File: src/rtl/rect_filler.sv
// Clipped-rectangle fill: one DDR2 address + two 128-bit beats per 8-pixel burst, byte-masked edges.
// Done at accept+2+2*bursts; af_full/wdf_full stall the current beat in place, strobes are combinational.
module rect_filler #(
    parameter int H_RES = 800,
    parameter int V_RES = 600
) (
    input  logic         clk,
    input  logic         rst_n,
    input  logic         valid,
    output logic         ready,
    input  logic [9:0]   x0,
    input  logic [9:0]   y0,
    input  logic [9:0]   x1,
    input  logic [9:0]   y1,
    input  logic [23:0]  color,
    input  logic [31:0]  frame_base,
    input  logic         af_full,
    input  logic         wdf_full,
    output logic [30:0]  af_addr_din,
    output logic         af_wr_en,
    output logic [127:0] wdf_din,
    output logic         wdf_wr_en,
    output logic [15:0]  wdf_mask_din,
    output logic         done
);
    typedef enum logic [2:0] {IDLE, SETUP, BEAT0, BEAT1, FIN} state_t;

    localparam logic [9:0] X_MAX = 10'(H_RES - 1);
    localparam logic [9:0] Y_MAX = 10'(V_RES - 1);

    state_t      state;
    logic [9:0]  x0_q, y0_q, x1_q, y1_q, y_q;
    logic [6:0]  bx_q;
    logic [23:0] color_q;
    logic [5:0]  base_q;

    logic [9:0]  x1_c, y1_c;
    logic        beat0_go, beat1_go, row_end;
    logic [9:0]  pix;
    logic [15:0] mask_c;

    logic unused_base;
    assign unused_base = ^{frame_base[31:28], frame_base[21:0]};

    assign x1_c     = (x1_q > X_MAX) ? X_MAX : x1_q;
    assign y1_c     = (y1_q > Y_MAX) ? Y_MAX : y1_q;
    assign beat0_go = (state == BEAT0) && !af_full && !wdf_full;
    assign beat1_go = (state == BEAT1) && !wdf_full;
    assign row_end  = (bx_q == x1_q[9:3]);

    assign ready        = (state == IDLE);
    assign done         = (state == FIN);
    assign af_wr_en     = beat0_go;
    assign wdf_wr_en    = beat0_go || beat1_go;
    assign af_addr_din  = {6'b0, base_q, y_q, bx_q, 2'b00};
    assign wdf_din      = {4{8'h00, color_q}};
    assign wdf_mask_din = mask_c;

    // Pixel index of lane k is {bx, beat, k}; lanes outside [x0, x1q] are masked off.
    always_comb begin
        mask_c = 16'hFFFF;
        pix    = '0;
        if (state == BEAT0 || state == BEAT1) begin
            for (int k = 0; k < 4; k++) begin
                pix = {bx_q, state == BEAT1, k[1:0]};
                mask_c[4*k +: 4] = {4{(pix < x0_q) || (pix > x1_q)}};
            end
        end
    end

    always_ff @(posedge clk or negedge rst_n) begin
        if (!rst_n) begin
            state   <= IDLE;
            x0_q    <= '0;
            y0_q    <= '0;
            x1_q    <= '0;
            y1_q    <= '0;
            y_q     <= '0;
            bx_q    <= '0;
            color_q <= '0;
            base_q  <= '0;
        end else begin
            case (state)
                IDLE: begin
                    if (valid) begin
                        x0_q    <= x0;
                        y0_q    <= y0;
                        x1_q    <= x1;
                        y1_q    <= y1;
                        color_q <= color;
                        base_q  <= frame_base[27:22];
                        state   <= SETUP;
                    end
                end
                SETUP: begin
                    x1_q <= x1_c;
                    y1_q <= y1_c;
                    if (x0_q > x1_c || y0_q > y1_c) begin
                        state <= FIN;
                    end else begin
                        y_q   <= y0_q;
                        bx_q  <= x0_q[9:3];
                        state <= BEAT0;
                    end
                end
                BEAT0: begin
                    if (beat0_go) state <= BEAT1;
                end
                BEAT1: begin
                    if (beat1_go) begin
                        if (row_end && y_q == y1_q) begin
                            state <= FIN;
                        end else if (row_end) begin
                            bx_q  <= x0_q[9:3];
                            y_q   <= y_q + 10'd1;
                            state <= BEAT0;
                        end else begin
                            bx_q  <= bx_q + 7'd1;
                            state <= BEAT0;
                        end
                    end
                end
                FIN:     state <= IDLE;
                default: state <= IDLE;
            endcase
        end
    end
endmodule

File: config.mk
export PLATFORM = sky130hd
export DESIGN_NAME = rect_filler
export DESIGN_NICKNAME = d
export VERILOG_FILES = /design/src/rtl/rect_filler.sv
export SDC_FILE = /design/constraint.sdc
export NUM_CORES = 1
export LEC_CHECK = 0
export CAP_MARGIN = 30
export CORE_AREA = 5 5 148 150
export CTS_BUF_LIST = sky130_fd_sc_hd__clkbuf_4
export DETAILED_ROUTE_END_ITERATION = 12
export DIE_AREA = 0 0 153 155
export HOLD_SLACK_MARGIN = 0.06
export SYNTH_ARGS = -nofsm -noshare
export SYNTH_HDL_FRONTEND = slang
export SYNTH_SLANG_ARGS = --single-unit
export TNS_END_PERCENT = 100
File: constraint.sdc
create_clock -name clk -period 3.86 [get_ports clk]
set_clock_uncertainty 0.05 [all_clocks]
set_input_delay 0.579 -clock clk [delete_from_list [all_inputs] [get_ports clk]]
set_output_delay 0.579 -clock clk [all_outputs]
set_load 0.01 [all_outputs]
== Word-level counts from Yosys, hierarchy flattened ==
Index checks and enable logic that the tools add are counted.

* Reduce and logical (&&, ||, !) cells: 21
* Equality and inequality tests: 12
* $lt $le $gt $ge: 12
* Muxes and demuxes: 23
* $add $sub $neg: 2

{| class="wikitable"
|+ Operators with widths
! cell !! count
|-
| $mux W10 || 8
|-
| $gt A10 B10 Y1 || 6
|-
| $pmux W10 S2 || 3
|-
| $lt A10 B10 Y1 || 4
|-
| $mux W7 || 4
|-
| $gt A10 B10 Y1 const B || 2
|-
| $mux W16 || 1
|-
| $mux W3 || 5
|-
| $pmux W7 S2 || 1
|-
| $ne A2 B2 Y1 const B || 6
|-
| $pmux W3 S4 || 1
|-
| $add A10 B1 Y10 const B || 1
|-
| $eq A10 B10 Y1 || 1
|-
| $add A7 B1 Y7 const B || 1
|-
| $eq A7 B7 Y1 || 1
|-
| $logic_or A1 B1 Y1 || 7
|-
| $eq A3 B2 Y1 const B || 2
|-
| $reduce_and A5 Y1 || 1
|-
| $logic_and A1 B1 Y1 || 4
|-
| $reduce_and A2 Y1 || 2
|-
| $reduce_and A4 Y1 || 1
|-
| $reduce_bool A2 Y1 || 2
|-
| $eq A3 B1 Y1 const B || 1
|-
| $eq A3 B3 Y1 const B || 1
|-
| other kinds (3) || 4
|}

* Input bits: 101
* Output and inout port bits: 179
* Flip-flop bits (word level): 90

== Longest topological paths before layout ==
Gate-level depths: netlist of the first run.

* Depth after elaboration: 6
* Gate-level depth with buffers: 12

== Worst setup path before layout of the first run ==
OpenSTA, ideal clock, no wires.

* Path type: register -> output
* From: register state[0]
* To: output port wdf_mask_din[10]
* Path slack: 0.783 ns
* Path buffers: 2
* Stages on the path, launching flop included: 12
* Data arrival time: 2.448 ns
* Required time: 3.231 ns
* Path through: dfrtp_1 inv_1 nor2_4 nand2_2 inv_1 buf_2 ha_1 a221o_1 a21boi_0 a21oi_1 o221ai_1 buf_4

* Word-level cells in the longest chain between the ends: 4

{| class="wikitable"
|+ RTL lines
! what !! RTL line !! text
|-
| start: declaration || 31 || <nowiki>state_t state;</nowiki>
|-
| start signal: assignment || 73 || <nowiki>state <= IDLE;</nowiki>
|-
| start signal: assignment || 92 || <nowiki>state <= SETUP;</nowiki>
|-
| start signal: assignment || 99 || <nowiki>state <= FIN;</nowiki>
|-
| $eq A3 B2 Y1 || 63, 65 ||
|-
| $lt A10 B10 Y1 / $gt A10 B10 Y1 (equally long branches) || 66 || <nowiki>mask_c[4*k +: 4] = {4{(pix < x0_q) || (pix > x1_q)}};</nowiki>
|-
| $logic_or A1 B1 Y1 || 66 ||
|-
| $mux W16 (*) || 63 || <nowiki>if (state == BEAT0 || state == BEAT1) begin</nowiki>
|-
| end: declaration || 23 || <nowiki>output logic [15:0] wdf_mask_din,</nowiki>
|}

Mark *: on every way between the ends. The rest lies on a longest branch, timed or not.

== Worst setup path after layout of the first run ==
* From: register bx_q[1]
* To: output port wdf_mask_din[10]

* Word-level cells in the longest chain between the ends: 3

{| class="wikitable"
|+ RTL lines
! what !! RTL line !! text
|-
| start: declaration || 33 || <nowiki>logic [6:0] bx_q;</nowiki>
|-
| start signal: assignment || 102 || <nowiki>bx_q <= x0_q[9:3];</nowiki>
|-
| start signal: assignment || 114 || <nowiki>bx_q <= x0_q[9:3];</nowiki>
|-
| start signal: assignment || 118 || <nowiki>bx_q <= bx_q + 7'd1;</nowiki>
|-
| $lt A10 B10 Y1 / $gt A10 B10 Y1 (equally long branches) || 66 ||
|-
| $logic_or A1 B1 Y1 (*) || 66 ||
|-
| $mux W16 (*) || 63 ||
|}

Marked as above.

==> results of run 1 <==
==> cells in the mapped netlist (all sizes together), types with 4 or more instances <==
master / number / share of area
a211oi: 7 / 0.0085
a21o: 7 / 0.0085
a21oi: 20 / 0.016
a22o: 6 / 0.0085
buf: 136 / 0.16
clkbuf: 11 / 0.0067
dfrtp: 90 / 0.36
ha: 40 / 0.081
inv: 35 / 0.021
mux2i: 4 / 0.0065
nand2: 193 / 0.12
nand2b: 5 / 0.0051
nand3: 20 / 0.016
nand4: 4 / 0.0040
nor2: 24 / 0.016
nor3: 10 / 0.0081
o211a: 7 / 0.011
o211ai: 22 / 0.027
o21ai: 27 / 0.024
o22ai: 8 / 0.0081
or2: 5 / 0.0051
xor2: 10 / 0.014
==> power breakdown <==
part / switching [mW] / total [mW] / internal [mW]
Combinational: 2.27 / 4.56 / 2.29
Clock: 0.340 / 0.539 / 0.199
Sequential: 0.554 / 1.94 / 1.38
==> cell families (layout without fill, tap and decap cells) <==
kind of cell / count (synthesis) / count (layout) / synth area share
and+or+nand+nor: 281 / 281 / 0.198
buffers and inverters: 182 / 278 / 0.191
AOI/OAI and AO/OA: 122 / 122 / 0.139
DFF: 90 / 90 / 0.364
adders and majority gates: 40 / 40 / 0.0810
xor gates and xnor gates: 10 / 10 / 0.0142
muxes: 7 / 7 / 0.0125
other: 1 / 41 / 0.000607
==> metal layers <==
layer  routed length, um  up-vias  share of wire
met3                1210       25          0.067
li1                    -     2568              -
met2                8200      196           0.46
met4                 307        0          0.017
met5                   0        -              0
met1                8170     2452           0.46
==> state kept, by name (all words and copies together) (netlist names) <==
register  flops
base_q        6
bx_q          7
color_q      24
state         3
x0_q         10
x1_q         10
y0_q         10
y1_q         10
y_q          10
==> path summary, 6_finish.rpt <==
| kind | startpoint | to | slack [ns] | depth (start not counted) |
|---|---|---|---|---|
| max in group asynchronous | rst_n | color_q[2]$_DFFE_PN0P_ | 2.88 | 2 |
| setup reg to reg | x1_q[6]$_DFFE_PN0P_ | y_q[9]$_DFFE_PN0P_ | 0.53 | 11 |
| hold reg to reg | base_q[4]$_DFFE_PN0P_ | base_q[4]$_DFFE_PN0P_ | 0.45 | 2 |
| hold / removal | rst_n | x0_q[9]$_DFFE_PN0P_ | 0.05 | 1 |
| min in group clk | base_q[4]$_DFFE_PN0P_ | base_q[4]$_DFFE_PN0P_ | 0.45 | 2 |
| setup / recovery | bx_q[1]$_DFFE_PN0P_ | wdf_mask_din[10] | 0.18 | 8 |
==> worst reg2reg max path, stage by stage, from the launching register on <==
cell and delay (ns):
dfrtp_1 0.43, inv_1 0.09, a31oi_1 0.51, nor2_1 0.10, ha_1 0.31, a211oi_1 0.23
nor2_1 0.07, nor4_1 0.48, o22ai_1 0.27, buf_4 0.26, o21a_2 0.26, o211ai_1 0.19
==> repair_timing <==
action | CTS | global route
gates resized for setup | 3 | 13
hold buffers | 0 | 0
buffers inserted | 1 | 1
pin swaps | 2 | 1
endpoints found under the setup margin | 12 | 12
==> final cells by class <==
cell class | count | share of cell area
antenna | 1 | 0.000311
clock buffer | 10 | 0.00933
clock inverter | 6 | 0.00716
inverter | 35 | 0.0163
multi-input combinational | 500 | 0.365
sequential | 90 | 0.281
tap | 275 | 0.0428
timing repair buffer | 227 | 0.279
==> results.sh, run 1 <==
export IMPL_tightest_slew_ns=0.741
export IMPL_layout_common_cells="clkdlybuf4s50_1 (209), nand2_1 (190), dfrtp_1 (85)"
export IMPL_path_buf_inv=2
export IMPL_nFillCells=2069
export IMPL_hold_viol_final=0
export IMPL_vias=5241
export IMPL_clk_latency_ns=0.49
export IMPL_area_growth_syn_to_layout_pct=30.1
export IMPL_die_area_sq_mm=0.0237
export IMPL_top_usage_layer="met2"
export IMPL_met3_usage=0.0350
export IMPL_path_cells="ha_1 -> a21o_1 -> a221o_1 -> a21boi_2 -> a21oi_2 -> o221ai_2 -> buf_4 -> clkdlybuf4s50_1"
export IMPL_fin_crit_ns=3.68
export IMPL_start_util=0.301
export IMPL_met2_usage=0.236
export IMPL_worstSetupPathType="reg2out"
export IMPL_wl_per_cell_um=15.6
export IMPL_drc=0
export IMPL_overflow=0
export IMPL_clk_pin_slew_ns=0.16
export IMPL_startpoint_type="register"
export IMPL_vias_per_cell=4.58
export IMPL_nNetsFinal=1004
export IMPL_drtPass1Iterations=4
export IMPL_tns_ns=0
export IMPL_use_met1=0.192
export IMPL_groute_usage_overall=0.146
export IMPL_chipWidth_um=153
export IMPL_final_area_sq_mm=0.00804
export IMPL_placedCellCount=1125
export IMPL_hp_class="in2async"
export IMPL_worstPathRequired_ns=3.23
export IMPL_grt_max_degree=57
export IMPL_syn_cell_area_sq_mm=0.00618
export IMPL_synth_seq_cells=90
export IMPL_gp_congestion=0.832
export IMPL_final_cells=1144
export IMPL_cp_slowest_cell="clkdlybuf4s50_1"
export IMPL_die_h_um=155
export IMPL_hpwl_um=14100
export IMPL_place_area_sq_mm=0.00786
export IMPL_rows=53
export IMPL_grt_pass1_wl_um=27700
export IMPL_drt_total_wl_um=17900
export IMPL_setup_viol=0
export IMPL_ant_nets=0
export IMPL_multi_input_area_sq_mm=0.00293
export IMPL_clock_fmax_mhz=271
export IMPL_relSlewSlack=0.506
export IMPL_yosysUniqueCellTypes=58
export IMPL_ios=280
export IMPL_drv_cap=0
export IMPL_clock_path_buffers=2
export IMPL_drive_gt1_frac=0.0714
export IMPL_synth_warning_count=0
export IMPL_synth_edf_count=0
export IMPL_status="completed"
export IMPL_report_final_slew_viol_count=0
export IMPL_antenna_found_initial=1
export IMPL_cts_root_buf="clkbuf_4"
export IMPL_critPathArrivalTime_ns=3.05
export IMPL_crit_path_max_fanout=6
export IMPL_ys_async_sr_fraction=1.00
export IMPL_final_seq_area_sq_mm=0.00226
export IMPL_max_stage_delay_ns=0.54
export IMPL_io_buffers=213
export IMPL_cts_made_buffers=9
export IMPL_synth_flop_cell="dfrtp_1"
export IMPL_hold_slack_ns=0.0544
export IMPL_placeableCoreArea_sq_mm=0.0206
export IMPL_fin_crit_sh=0.954
export IMPL_power_mw=7.04
export IMPL_yosysSeqAreaShare=0.364
export IMPL_final_util=0.391
export IMPL_drtIter0Drc=185
export IMPL_p_leak_nw=3.64
export IMPL_clkSinkCount=90
export IMPL_synth_area_per_cell_sq_um=8.43
export IMPL_final_common_cell="clkdlybuf4s50_1"
export IMPL_critPathCaptureType="output pin"
export IMPL_cts_tree="built"
export IMPL_grt_pass1_vias=4976
export IMPL_pwr_density_cell_mw_per_mm2=875
export IMPL_ir_drop_uv=259
export IMPL_crit_family="compound AO/OA/AOI/OAI gates"
export IMPL_worst_slack_ns=0.177
export IMPL_dp_slack_ns=0.334
export IMPL_synth_cells=733
export IMPL_cts_max_level=3
Power figures use the tool's default switching activity.
==> run 2, diff against run 1 <==
--- a/config.mk
+++ b/config.mk
@@ -11,6 +11,7 @@
 export DETAILED_ROUTE_END_ITERATION = 12
 export DIE_AREA = 0 0 153 155
 export HOLD_SLACK_MARGIN = 0.06
+export PLACE_DENSITY = 0.73
 export SYNTH_ARGS = -nofsm -noshare
 export SYNTH_HDL_FRONTEND = slang
 export SYNTH_SLANG_ARGS = --single-unit
==> results.sh, run 2 (same netlist as run 1, synthesis figures left out) <==
export IMPL_dp_slack_ns=0.376
export IMPL_startpoint_type="register"
export IMPL_largest_reg_flops=24
export IMPL_layout_common_cells="clkdlybuf4s50_1 (206), nand2_1 (191), dfrtp_1 (85)"
export IMPL_vias_per_cell=4.65
export IMPL_hpwl_um=14100
export IMPL_ios=280
export IMPL_r2r_end="y_q[1]$_DFFE_PN0P_"
export IMPL_wl_per_cell_um=15.5
export IMPL_worst_r2r_path_depth=10
export IMPL_placedCellCount=1123
export IMPL_worst_slack_ns=0.222
export IMPL_gp_congestion=0.880
export IMPL_drt_total_wl_um=17800
export IMPL_drc=0
export IMPL_p_leak_nw=3.69
export IMPL_hp_start="base_q[3]$_DFFE_PN0P_"
export IMPL_cts_root_buf="clkbuf_4"
export IMPL_worstPathRequired_ns=3.23
export IMPL_tns_ns=0
export IMPL_status="completed"
export IMPL_groute_usage_overall=0.143
export IMPL_io_buffers=213
export IMPL_final_area_sq_mm=0.00810
export IMPL_clk_pin_slew_ns=0.14
export IMPL_final_cells=1150
export IMPL_placeableCoreArea_sq_mm=0.0206
export IMPL_ir_drop_uv=338
export IMPL_max_flop_register="color_q"
export IMPL_place_area_sq_mm=0.00784
export IMPL_grt_pass1_vias=5008
export IMPL_overflow=0
export IMPL_ant_nets=0
export IMPL_drv_cap=0
export IMPL_crit_path_max_fanout=7
export IMPL_hold_viol_final=0
export IMPL_die_area_sq_mm=0.0237
export IMPL_chipWidth_um=153
export IMPL_rows=53
export IMPL_antenna_found_initial=2
export IMPL_relSlewSlack=0.459
export IMPL_report_final_slew_viol_count=0
export IMPL_endpoint="wdf_mask_din[11]"
export IMPL_critPathArrivalTime_ns=3.01
export IMPL_drive_gt1_frac=0.0767
export IMPL_drtIter0Drc=256
export IMPL_cts_tree="built"
export IMPL_rrSetupSlack_ns=0.62
export IMPL_clock_fmax_mhz=275
export IMPL_drtPass1Iterations=4
export IMPL_start_util=0.301
export IMPL_grt_pass1_wl_um=27200
export IMPL_cts_made_buffers=9
export IMPL_fin_crit_ns=3.64
export IMPL_clk_latency_ns=0.48
export IMPL_cts_max_level=3
export IMPL_final_common_cell="clkdlybuf4s50_1"
export IMPL_vias=5344
export IMPL_grt_max_degree=47
export IMPL_hp_class="reg2reg"
export IMPL_clock_path_buffers=2
export IMPL_power_mw=7.10
export IMPL_tightest_slew_ns=0.810
export IMPL_worstSetupPathType="reg2out"
export IMPL_critPathCaptureType="output pin"
export IMPL_die_h_um=155
export IMPL_startpoint="bx_q[4]$_DFFE_PN0P_"
export IMPL_area_growth_syn_to_layout_pct=31.0
export IMPL_setup_viol=0
export IMPL_clkSinkCount=90
export IMPL_nNetsFinal=1010
export IMPL_fin_crit_sh=0.943
export IMPL_rsz0062_at_grt="false"
export IMPL_pwr_density_cell_mw_per_mm2=877
export IMPL_r2r_start="x1_q[9]$_DFFE_PN0P_"
run 2: per-layer routing:
metal / vias to the layer above / routed length, um / share of wire / global-route usage
li1: 2587 / - / - / -
met1: 2511 / 7370 / 0.41 / 0.170
met2: 217 / 8590 / 0.48 / 0.248
met3: 27 / 1450 / 0.081 / 0.0453
met4: 2 / 351 / 0.020 / 0.0458
met5: - / 13 / 0.00073 / 0
run 2: cell type report:
type	instances	area, sq um
clock inverters	5	55.1
inverters	35	131
clock buffers	11	82.6
repair buffers	233	2300
flip-flops and latches	90	2260
fillers	2072	12500
well taps	275	344
multi-input cells	500	2930
diodes	1	2.50
run 2: worst min path at each step:
| stage | endpoint | slack (ns) | cells past startpoint |
|---|---|---|---|
| detailed placement | base_q[3]$_DFFE_PN0P_ | 0.41 | 2 |
| floorplan | base_q[0]$_DFFE_PN0P_ | 0.23 | 0 |
| global route | base_q[3]$_DFFE_PN0P_ | 0.47 | 2 |
| global placement | base_q[1]$_DFFE_PN0P_ | 0.41 | 2 |
| CTS | base_q[3]$_DFFE_PN0P_ | 0.44 | 2 |
| finish | base_q[3]$_DFFE_PN0P_ | 0.44 | 2 |
run 2: worst max-delay path, cell delays in order, from the launching register on:
cell	delay, ns
dfrtp_2	0.49
ha_1	0.32
a21o_1	0.16
a21o_1	0.18
a21oi_2	0.19
a21boi_1	0.25
a21oi_2	0.11
o221ai_2	0.24
clkdlybuf4s50_1	0.60
run 2: power breakdown:
group          switching [mW]  leakage [nW]  internal, mW
sequential              0.549          1.10          1.38
combinational            2.28          2.51          2.32
clock                   0.356        0.0745         0.211
total                    3.19          3.69          3.92
run 2: stage by stage:
| stage | hold slack [ns] | util |
|---|---|---|
| global placement | 0.408 | 0.381 |
| finish | 0.439 | 0.394 |
| CTS | 0.444 | 0.390 |
| detailed placement | 0.412 | 0.381 |
| floorplan | 0.233 | - |
| global route | 0.472 | 0.394 |
run 2: timing repair:
action | in CTS | in global routing
gates resized for setup | 4 | 14
hold endpoints to repair | 44 | 0
hold buffers | 1 | 0
buffers inserted | 2 | 7
pin swaps | 3 | 2
endpoints found under the setup margin | 12 | 12
